<file path="config.mk">
export PLATFORM = sky130hd
export DESIGN_NAME = load_store_unit
export DESIGN_NICKNAME = d
export VERILOG_FILES = /design/src/rtl/load_store_unit_pkg.sv /design/src/rtl/lsu_align.sv /design/src/rtl/load_store_unit.sv
export SDC_FILE = /design/constraint.sdc
export NUM_CORES = 1
export LEC_CHECK = 0
export CAP_MARGIN = 20
export CORE_AREA = 10 10 125 127
export CTS_CLUSTER_DIAMETER = 50
export DETAILED_ROUTE_END_ITERATION = 12
export DIE_AREA = 0 0 135 137
export PLACE_DENSITY = 0.92
export SLEW_MARGIN = 20
export SYNTH_ARGS = -nofsm -noshare
export SYNTH_HDL_FRONTEND = slang
export SYNTH_SLANG_ARGS = --single-unit
</file>
<file path="constraint.sdc">
create_clock -name clk -period 6 [get_ports clk]
set_input_delay 0.9 -clock clk [delete_from_list [all_inputs] [get_ports clk]]
set_output_delay 0.9 -clock clk [all_outputs]
set_load 0.02 [all_outputs]
</file>
<file path="src/rtl/load_store_unit_pkg.sv">
// Shared encodings for the load/store unit: RV32I width/sign codes and FSM states.
// Latency: none (definitions only).
// Backpressure: not applicable.
package load_store_unit_pkg;

    localparam int LSU_XLEN = 32;

    // RV32I funct3 width/sign codes for loads and stores
    localparam logic [2:0] LSU_B  = 3'b000;
    localparam logic [2:0] LSU_H  = 3'b001;
    localparam logic [2:0] LSU_W  = 3'b010;
    localparam logic [2:0] LSU_BU = 3'b100;
    localparam logic [2:0] LSU_HU = 3'b101;

    typedef enum logic [1:0] {
        ST_IDLE   = 2'd0,
        ST_ACCESS = 2'd1,
        ST_WAIT   = 2'd2,
        ST_RESP   = 2'd3
    } lsu_state_t;

endpackage

</file>
<file path="src/rtl/lsu_align.sv">
// Lane steering for the LSU: byte enables, store replication, load extraction, legality/alignment.
// Latency: purely combinational, zero cycles.
// Backpressure: none; outputs follow inputs.
module lsu_align
    import load_store_unit_pkg::*;
(
    input  logic                we,
    input  logic [2:0]          funct3,
    input  logic [1:0]          addr,
    input  logic [LSU_XLEN-1:0] wdata,
    input  logic [LSU_XLEN-1:0] rdata,
    output logic [3:0]          byteen,
    output logic [LSU_XLEN-1:0] wdata_rep,
    output logic [LSU_XLEN-1:0] rdata_ext,
    output logic                misaligned,
    output logic                illegal
);

    logic [LSU_XLEN-1:0] rd_shift;
    logic [15:0]         rd_half;

    // Decode the access size, then steer lanes and flag bad requests; illegal masks misaligned
    always_comb begin
        byteen     = 4'b0000;
        wdata_rep  = '0;
        rdata_ext  = '0;
        misaligned = 1'b0;
        illegal    = 1'b0;
        rd_shift   = rdata >> {addr, 3'b000};
        rd_half    = addr[1] ? rdata[31:16] : rdata[15:0];
        case (funct3)
            LSU_B, LSU_BU: begin
                byteen    = 4'b0001 << addr;
                wdata_rep = {4{wdata[7:0]}};
                rdata_ext = (funct3 == LSU_B) ? {{24{rd_shift[7]}}, rd_shift[7:0]}
                                              : {24'h000000, rd_shift[7:0]};
                illegal   = we && (funct3 == LSU_BU);
            end
            LSU_H, LSU_HU: begin
                byteen     = addr[1] ? 4'b1100 : 4'b0011;
                wdata_rep  = {2{wdata[15:0]}};
                rdata_ext  = (funct3 == LSU_H) ? {{16{rd_half[15]}}, rd_half}
                                               : {16'h0000, rd_half};
                misaligned = addr[0];
                illegal    = we && (funct3 == LSU_HU);
            end
            LSU_W: begin
                byteen     = 4'b1111;
                wdata_rep  = wdata;
                rdata_ext  = rdata;
                misaligned = (addr != 2'b00);
            end
            default: illegal = 1'b1;
        endcase
        if (illegal) begin
            misaligned = 1'b0;
        end
    end

endmodule

</file>
<file path="src/rtl/load_store_unit.sv">
// Multi-cycle RV32I load/store unit: one request per transaction, word-aligned bus cycles.
// Latency: accept->resp_valid is 1 cycle (fault), 2 (store), 3 (load).
// Backpressure: req_ready only in IDLE; resp_valid held with stable outputs until resp_ready.
module load_store_unit
    import load_store_unit_pkg::*;
#(
    parameter int WIDTH = 32
) (
    input  logic             clk,
    input  logic             rst,
    input  logic             req_valid,
    output logic             req_ready,
    input  logic             req_we,
    input  logic [2:0]       req_funct3,
    input  logic [WIDTH-1:0] req_addr,
    input  logic [WIDTH-1:0] req_wdata,
    output logic             resp_valid,
    input  logic             resp_ready,
    output logic [WIDTH-1:0] resp_rdata,
    output logic             resp_misaligned,
    output logic             resp_illegal,
    output logic             mem_read,
    output logic             mem_write,
    output logic [WIDTH-1:0] mem_addr,
    output logic [WIDTH-1:0] mem_wdata,
    output logic [3:0]       mem_byteen,
    input  logic [WIDTH-1:0] mem_rdata
);

    lsu_state_t state, next_state;

    logic             we_q;
    logic [2:0]       funct3_q;
    logic [WIDTH-1:0] addr_q;
    logic [WIDTH-1:0] wdata_q;
    logic [WIDTH-1:0] rdata_q;
    logic             mis_q;
    logic             ill_q;

    logic             in_idle;
    logic             accept;
    logic             al_we;
    logic [2:0]       al_funct3;
    logic [1:0]       al_addr;
    logic [WIDTH-1:0] al_wdata;
    logic [3:0]       al_byteen;
    logic [WIDTH-1:0] al_wdata_rep;
    logic [WIDTH-1:0] al_rdata_ext;
    logic             al_mis;
    logic             al_ill;

    assign in_idle = (state == ST_IDLE);
    assign accept  = in_idle && req_valid;

    // The aligner checks the live request while idle and steers the latched one afterwards
    assign al_we     = in_idle ? req_we        : we_q;
    assign al_funct3 = in_idle ? req_funct3    : funct3_q;
    assign al_addr   = in_idle ? req_addr[1:0] : addr_q[1:0];
    assign al_wdata  = in_idle ? req_wdata     : wdata_q;

    lsu_align u_align (
        .we         (al_we),
        .funct3     (al_funct3),
        .addr       (al_addr),
        .wdata      (al_wdata),
        .rdata      (mem_rdata),
        .byteen     (al_byteen),
        .wdata_rep  (al_wdata_rep),
        .rdata_ext  (al_rdata_ext),
        .misaligned (al_mis),
        .illegal    (al_ill)
    );

    // State register
    always_ff @(posedge clk or posedge rst) begin
        if (rst) begin
            state <= ST_IDLE;
        end else begin
            state <= next_state;
        end
    end

    // Latch the request and its fault flags on accept; capture extended load data at the end of WAIT
    always_ff @(posedge clk or posedge rst) begin
        if (rst) begin
            we_q     <= 1'b0;
            funct3_q <= 3'b000;
            addr_q   <= '0;
            wdata_q  <= '0;
            rdata_q  <= '0;
            mis_q    <= 1'b0;
            ill_q    <= 1'b0;
        end else if (accept) begin
            we_q     <= req_we;
            funct3_q <= req_funct3;
            addr_q   <= req_addr;
            wdata_q  <= req_wdata;
            rdata_q  <= '0;
            mis_q    <= al_mis;
            ill_q    <= al_ill;
        end else if (state == ST_WAIT) begin
            rdata_q  <= al_rdata_ext;
        end
    end

    // Next state and all outputs; bus strobes decode from state so reset drops them at once
    always_comb begin
        next_state      = state;
        req_ready       = 1'b0;
        resp_valid      = 1'b0;
        resp_rdata      = '0;
        resp_misaligned = 1'b0;
        resp_illegal    = 1'b0;
        mem_read        = 1'b0;
        mem_write       = 1'b0;
        mem_addr        = '0;
        mem_wdata       = '0;
        mem_byteen      = 4'b0000;
        case (state)
            ST_IDLE: begin
                req_ready = 1'b1;
                if (req_valid) begin
                    next_state = (al_ill || al_mis) ? ST_RESP : ST_ACCESS;
                end
            end
            ST_ACCESS: begin
                mem_addr   = {addr_q[WIDTH-1:2], 2'b00};
                mem_wdata  = al_wdata_rep;
                mem_byteen = al_byteen;
                if (we_q) begin
                    mem_write  = 1'b1;
                    next_state = ST_RESP;
                end else begin
                    mem_read   = 1'b1;
                    next_state = ST_WAIT;
                end
            end
            ST_WAIT: begin
                mem_read   = 1'b1;
                mem_addr   = {addr_q[WIDTH-1:2], 2'b00};
                mem_wdata  = al_wdata_rep;
                mem_byteen = al_byteen;
                next_state = ST_RESP;
            end
            ST_RESP: begin
                resp_valid      = 1'b1;
                resp_rdata      = rdata_q;
                resp_misaligned = mis_q;
                resp_illegal    = ill_q;
                if (resp_ready) begin
                    next_state = ST_IDLE;
                end
            end
            default: next_state = ST_IDLE;
        endcase
    end

endmodule
</file>
* After elaboration in Yosys (flattened, before gate mapping) *
Index checks and enable logic that the tools add are counted.

cells by class
  add/sub/neg operators = 0
  $mul = 0
  div/mod/pow operators = 0
  $lt $le $gt $ge = 0
  equality and inequality tests = 9
  shift operators = 2
  muxes and demuxes = 33
  bitwise logic cells = 0
  reduce and logical (&&, ||, !) cells = 12

operators with widths
  operator                                                            number
  32-bit two-way mux                                                  8
  32-bit one-hot mux with 3 select lines                              2
  32-bit by 5-bit right shift with 8-bit output                       1
  16-bit two-way mux                                                  1
  4-bit one-hot mux with 3 select lines                               1
  1-bit two-way mux                                                   10
  2-bit two-way mux                                                   4
  4-bit two-way mux                                                   2
  2-bit one-hot mux with 4 select lines                               1
  3-bit == test (second input constant)                               2
  2-bit OR reduction                                                  3
  2-bit == test (second input constant)                               2
  2-bit != test (second input constant)                               2
  1-bit one-hot mux with 2 select lines                               2
  2-bit nonzero test                                                  2
  1-bit by 2-bit << shifter with 4-bit output (first input constant)  1
  3-bit by 1-bit == test with 1-bit output (second input constant)    1
  3-bit by 2-bit == test with 1-bit output (second input constant)    1
  1-bit logical AND                                                   3
  3-bit logical NOT                                                   1
  3-bit two-way mux                                                   1
  1-bit one-hot mux with 3 select lines                               1
  2-bit by 1-bit == test with 1-bit output (second input constant)    1
  2-bit logical NOT                                                   1
  other kinds (2)                                                     2

storage, ports and cells
  register bits after elaboration = 104
  latch bits = 0
  bits in writable memories = 0
  memory bits (read-only) = 0
  input port bits = 104
  output and inout port bits = 106
  logic and storage cells = 64
  memories = 0

* Logic depth before layout (Yosys ltp) *
  word-level depth = 10
  depth in mapped cells = 11
  mapped depth without buffers = 7

* Hierarchy *
A second synthesis with hierarchy kept.

second synthesis, totals
  cell total of the unflattened synthesis = 764
  area total of the unflattened synthesis = 6610.1 um2

modules (own cells, without submodules)
  module           times used  cells an instance  area an instance (um2)  seq. area each (um2)
  load_store_unit  1           577                5291.3                  2602.5
  lsu_align        1           187                1318.8                  0.0

* Worst setup path after synthesis *
OpenSTA, ideal clock, no wires.

  path type = reg2out
  from = reg state[0]
  to = out mem_wdata[16]
  arrival = 2.423 ns
  path slack = 2.677 ns
  stages on the path, launching flop included = 10
  cells stage by stage = dfrtp_1 inv_1 ha_1 buf_6 buf_4 or3b_2 a21oi_2 buf_2 nand2_2 o22ai_1

between the ends
  word-level cells in the longest chain between the ends = 6
  elaborated cells on any way between the ends = 15

RTL lines
  element                                      line                    source
  start, declared                              load_store_unit.sv:30   lsu_state_t state, next_state;
  start signal, assigned                       load_store_unit.sv:79   state <= next_state;
  2-bit logical NOT                            load_store_unit.sv:52   assign in_idle = (state == ST_IDLE);
  3-bit two-way mux                            load_store_unit.sv:57   assign al_funct3 = in_idle ? req_funct3 : funct3_q;
  3-bit == test, or another cell as far along  lsu_align.sv:31         case (funct3)
  2-bit OR reduction                           lsu_align.sv:31
  32-bit one-hot mux with 3 select lines       lsu_align.sv:31
  32-bit two-way mux (*)                       load_store_unit.sv:119  case (state)
  end, declared                                load_store_unit.sv:25   output logic [WIDTH-1:0] mem_wdata,

Mark *: on every way between the ends. The rest lies on a longest branch, timed or not.

* Final worst setup path *
  from = reg state[1]
  to = out mem_wdata[11]

Same word-level chain as after synthesis.

==> report_table.html <==
<table>
<tr><th>Metric</th><th>Value</th></tr>
<tr><th colspan="2">Critical path</th></tr>
<tr><td>Element type at the critical path start</td><td>flop</td></tr>
<tr><td>Worst Reg-to-Reg Cells</td><td>6</td></tr>
<tr><td>Worst-case register-to-register setup slack</td><td>around 2.7 ns</td></tr>
<tr><td>Required time of the critical path</td><td>around 5.1 ns</td></tr>
<tr><td>Reg-to-reg critical path startpoint</td><td>state[1]</td></tr>
<tr><td>Critical Path AT</td><td>between 3 and 4 ns</td></tr>
<tr><td>Destination of the worst register-to-register timing path</td><td>addr_q[12]</td></tr>
<tr><td>Crit path max fanout</td><td>23</td></tr>
<tr><td>Crit path kind</td><td>flop to output pin</td></tr>
<tr><td>Endpoint class of the critical path</td><td>output pin</td></tr>
<tr><th colspan="2">STA</th></tr>
<tr><td>Clock period minus final worst setup slack</td><td>4.69 ns</td></tr>
<tr><td>Final clock period utilization by the worst path</td><td>0.782</td></tr>
<tr><td>Total negative slack for setup checks</td><td>0 ns</td></tr>
<tr><td>Final setup skew</td><td>roughly 0.0066 ns</td></tr>
<tr><td>Fmax achieved</td><td>roughly 0.21 GHz</td></tr>
<tr><td>RSZ-0062 raised after global routing</td><td>false</td></tr>
<tr><td>Final number of max-transition violations</td><td>0</td></tr>
<tr><td>Worst rel slew slack</td><td>0.347</td></tr>
<tr><td>Final hold violation count</td><td>0</td></tr>
<tr><td>Setup violators final</td><td>0</td></tr>
<tr><td>Tightest Pin Transition</td><td>about 1 ns</td></tr>
<tr><th colspan="2">Cells and area</th></tr>
<tr><td>Most frequent cells in the layout</td><td>207 x clkdlybuf4s50_1, 104 x dfrtp_1, 80 x mux2_2</td></tr>
<tr><td>Layout cells sized above 1</td><td>0.168</td></tr>
<tr><td>Nets</td><td>891</td></tr>
<tr><td>ANT cells</td><td>0</td></tr>
<tr><td>Area growth from synthesis to final layout</td><td>39.4%</td></tr>
<tr><td>Commonest non-fill, non-tap cell in the layout</td><td>clkdlybuf4s50_1</td></tr>
<tr><td>Post-Route Utilization</td><td>0.657</td></tr>
<tr><th colspan="2">Job</th></tr>
<tr><td>Maxcap violations</td><td>0</td></tr>
<tr><th colspan="2">Synth</th></tr>
<tr><td>Post-synthesis sequential element count</td><td>about 100</td></tr>
<tr><td>Share of async-settable or async-resettable flops after synthesis</td><td>1.00</td></tr>
<tr><td>EDFF count, synth</td><td>0</td></tr>
<tr><td>Synthesized area per cell</td><td>roughly 10 um2</td></tr>
<tr><td>Cell area after synthesis</td><td>just over 6000 um2</td></tr>
<tr><td>Dominant synthesized flop cell</td><td>dfrtp_1</td></tr>
<tr><td>Number of library cell types mapped by synthesis</td><td>49</td></tr>
<tr><td>Synth warn</td><td>0</td></tr>
<tr><td>Cell count after synthesis</td><td>~600</td></tr>
<tr><td>Sequential fraction of the synthesis area</td><td>0.422</td></tr>
<tr><th colspan="2">Clock tree</th></tr>
<tr><td>Sink count of the clock tree</td><td>between 100 and 150</td></tr>
<tr><td>Clock transition at path regs</td><td>about 0.070 ns</td></tr>
<tr><td>Count of cells resized by post-cts repair</td><td>0</td></tr>
<tr><td>Number of buffers between clock root and the deepest sink</td><td>2</td></tr>
<tr><td>Total CTS buffers</td><td>9</td></tr>
<tr><td>Clock tree from TritonCTS</td><td>yes</td></tr>
<tr><td>Clock Latency Late Sink</td><td>between 0.3 and 0.4 ns</td></tr>
<tr><td>Level count of the clock H-tree</td><td>3</td></tr>
<tr><td>Cell at the root of the clock tree</td><td>clkbuf_16</td></tr>
<tr><td>Post-CTS Setup Bufs</td><td>0</td></tr>
<tr><td>Number of hold buffers added after CTS</td><td>0</td></tr>
<tr><th colspan="2">Floorplanning</th></tr>
<tr><td>Die height</td><td>137 um</td></tr>
<tr><td>Width of the chip</td><td>between 100 and 150 um</td></tr>
<tr><td>Count of standard-cell rows</td><td>42</td></tr>
<tr><td>Placeable core region</td><td>approximately 13,000 um2</td></tr>
<tr><td>Total die area</td><td>between 15,000 and 20,000 um2</td></tr>
<tr><td>Starting Density</td><td>0.471</td></tr>
<tr><td>Number of top-level pins</td><td>210</td></tr>
<tr><th colspan="2">Route</th></tr>
<tr><td>Remaining DRCs</td><td>0</td></tr>
<tr><td>Average vias per placed instance</td><td>5.84</td></tr>
<tr><td>Met2 Routed Length</td><td>9950 um</td></tr>
<tr><td>Count of routing violations after the opening detailed-route iteration</td><td>between 500 and 600</td></tr>
<tr><td>Topmost layer with routed signal wires</td><td>met4</td></tr>
<tr><td>Routed wire length on met3</td><td>slightly above 2000 um</td></tr>
<tr><td>Antenna-violating nets left</td><td>0</td></tr>
<tr><td>Via count</td><td>5,634</td></tr>
<tr><td>Met1 wire length</td><td>~8600 um</td></tr>
<tr><td>Average wire per standard cell</td><td>~22 um</td></tr>
<tr><td>Routed wire length</td><td>~21,000 um</td></tr>
<tr><td>Number of optimization iterations in the first detailed-route pass</td><td>6</td></tr>
<tr><th colspan="2">GRT</th></tr>
<tr><td>Total global-route track usage</td><td>0.222</td></tr>
<tr><td>Vias in the first global route</td><td>between 5,000 and 6,000</td></tr>
<tr><td>Congestion Overflow GR</td><td>0</td></tr>
<tr><td>Wire length of the first global-routing pass</td><td>between 30,000 and 40,000 um</td></tr>
<tr><td>Largest net degree at the start of global routing</td><td>63</td></tr>
<tr><td>Number of antenna violations at the first check in global routing</td><td>0</td></tr>
<tr><th colspan="2">Power</th></tr>
<tr><td>Leakage Power</td><td>3.40 nW</td></tr>
<tr><td>Power per cell area</td><td>~630 nW/um2</td></tr>
<tr><td>Peak VDD IR</td><td>~0.00043 V</td></tr>
<tr><th colspan="2">Worst hold path</th></tr>
<tr><td>Class of the worst hold path</td><td>flop to flop</td></tr>
<tr><td>Hold Path Sink</td><td>addr_q[20]</td></tr>
<tr><td>Hold path depth</td><td>1</td></tr>
<tr><td>Beginning of the worst hold path</td><td>addr_q[20]</td></tr>
<tr><th colspan="2">Placement</th></tr>
<tr><td>Routability-driven placement congestion ratio</td><td>0.990</td></tr>
<tr><td>HPWL after DPL</td><td>between 15,000 and 20,000 um</td></tr>
<tr><td>Count of buffers inserted at the top-level ports</td><td>just over 200</td></tr>
<tr><th colspan="2">Outcome</th></tr>
<tr><td>Status</td><td>finished clean</td></tr>
</table>
critical path, cell delays in order (launching register included):
cell             delay [ns]
dfrtp_1                0.43
inv_1                  0.10
ha_2                   0.50
mux2_2                 0.52
a21oi_2                0.52
nor2_1                 0.35
o22a_1                 0.27
nor2_1                 0.10
clkdlybuf4s50_1        0.64
cell usage after synthesis (3+ instances only):
cell | instances | share of area
dfrtp_1 | 104 | 0.42
mux2_2 | 80 | 0.15
and2_1 | 66 | 0.067
nor2_1 | 42 | 0.026
o21ai_0 | 34 | 0.028
nand2_1 | 33 | 0.020
a21oi_1 | 30 | 0.024
mux2i_1 | 26 | 0.042
a22oi_1 | 24 | 0.029
clkbuf_1 | 23 | 0.014
a21oi_2 | 14 | 0.020
buf_2 | 12 | 0.0097
o22ai_1 | 11 | 0.011
a21o_1 | 8 | 0.0097
a222oi_1 | 7 | 0.011
a22o_1 | 7 | 0.0099
a32oi_1 | 7 | 0.0099
nor2b_1 | 7 | 0.0071
o22a_1 | 7 | 0.0099
o41ai_1 | 7 | 0.0099
inv_1 | 6 | 0.0037
buf_4 | 5 | 0.0061
ha_1 | 4 | 0.0081
nand3_1 | 3 | 0.0024
nand3b_1 | 3 | 0.0037
how the worst max path moves through the flow:
stage                       start       endpoint  cells past startpoint
finish                   state[1]  mem_wdata[11]                      8
CTS                      state[1]  mem_wdata[11]                      8
global placement    req_funct3[0]  mem_wdata[12]                      7
global route             state[0]  mem_wdata[12]                      8
detailed placement  req_funct3[0]  mem_wdata[11]                      7
floorplan                     rst      addr_q[0]                      1
through the flow:
step | hold WS (ns) | cells | cell area, um2 | power [mW] | setup slack (ns)
2_1_floorplan | 0.442 | 603 | 6170 | 3.52 | 2.37
3_3_place_gp | 0.459 | 948 | 8290 | 4.76 | 1.56
4_1_cts | 0.503 | 964 | 8600 | 5.46 | 1.35
6_report | 0.501 | 964 | 8600 | 5.45 | 1.31
5_1_grt | 0.511 | 964 | 8600 | 5.78 | 1.13
3_5_place_dp | 0.487 | 948 | 8290 | 4.83 | 1.45
layer usage:
layer  track usage  vias to the layer above
met5             0                        -
met4        0.0772                        0
met3        0.0682                       33
met2         0.358                      324
met1         0.278                     2733
li1              -                     2544
area by class of cell:
type	count	area, um2
clock inverters	3	22.5
multi-input cells	448	3320
inverters	6	25.0
well taps	176	220
fillers	1000	4490
repair buffers	214	2120
flip-flops and latches	104	2600
clock buffers	13	280
cells by family (layout without fill, tap and decap cells):
| group | count (synthesis) | in the layout | share of synthesized area |
|---|---|---|---|
| mux | 110 | 110 | 0.199 |
| simple gates | 164 | 164 | 0.137 |
| fa+ha+maj | 4 | 4 | 0.00812 |
| buf+inv | 51 | 236 | 0.0420 |
| other cells | 1 | 2 | 0.000608 |
| flops | 104 | 104 | 0.422 |
| compound gates | 168 | 168 | 0.192 |
where the power goes:
group	switching (mW)	internal, mW
clock network	0.271	0.329
logic	2.01	1.60
registers	0.201	1.03
total	2.49	2.96
flip-flops by register name (all words and copies together), names as in the netlist:
| signal | flops |
|---|---|
| addr_q | 32 |
| rdata_q | 32 |
| wdata_q | 32 |
| funct3_q | 3 |
| state | 2 |
| ill_q | 1 |
| mis_q | 1 |
| we_q | 1 |
Note: power is estimated with default switching activity, not from simulation.
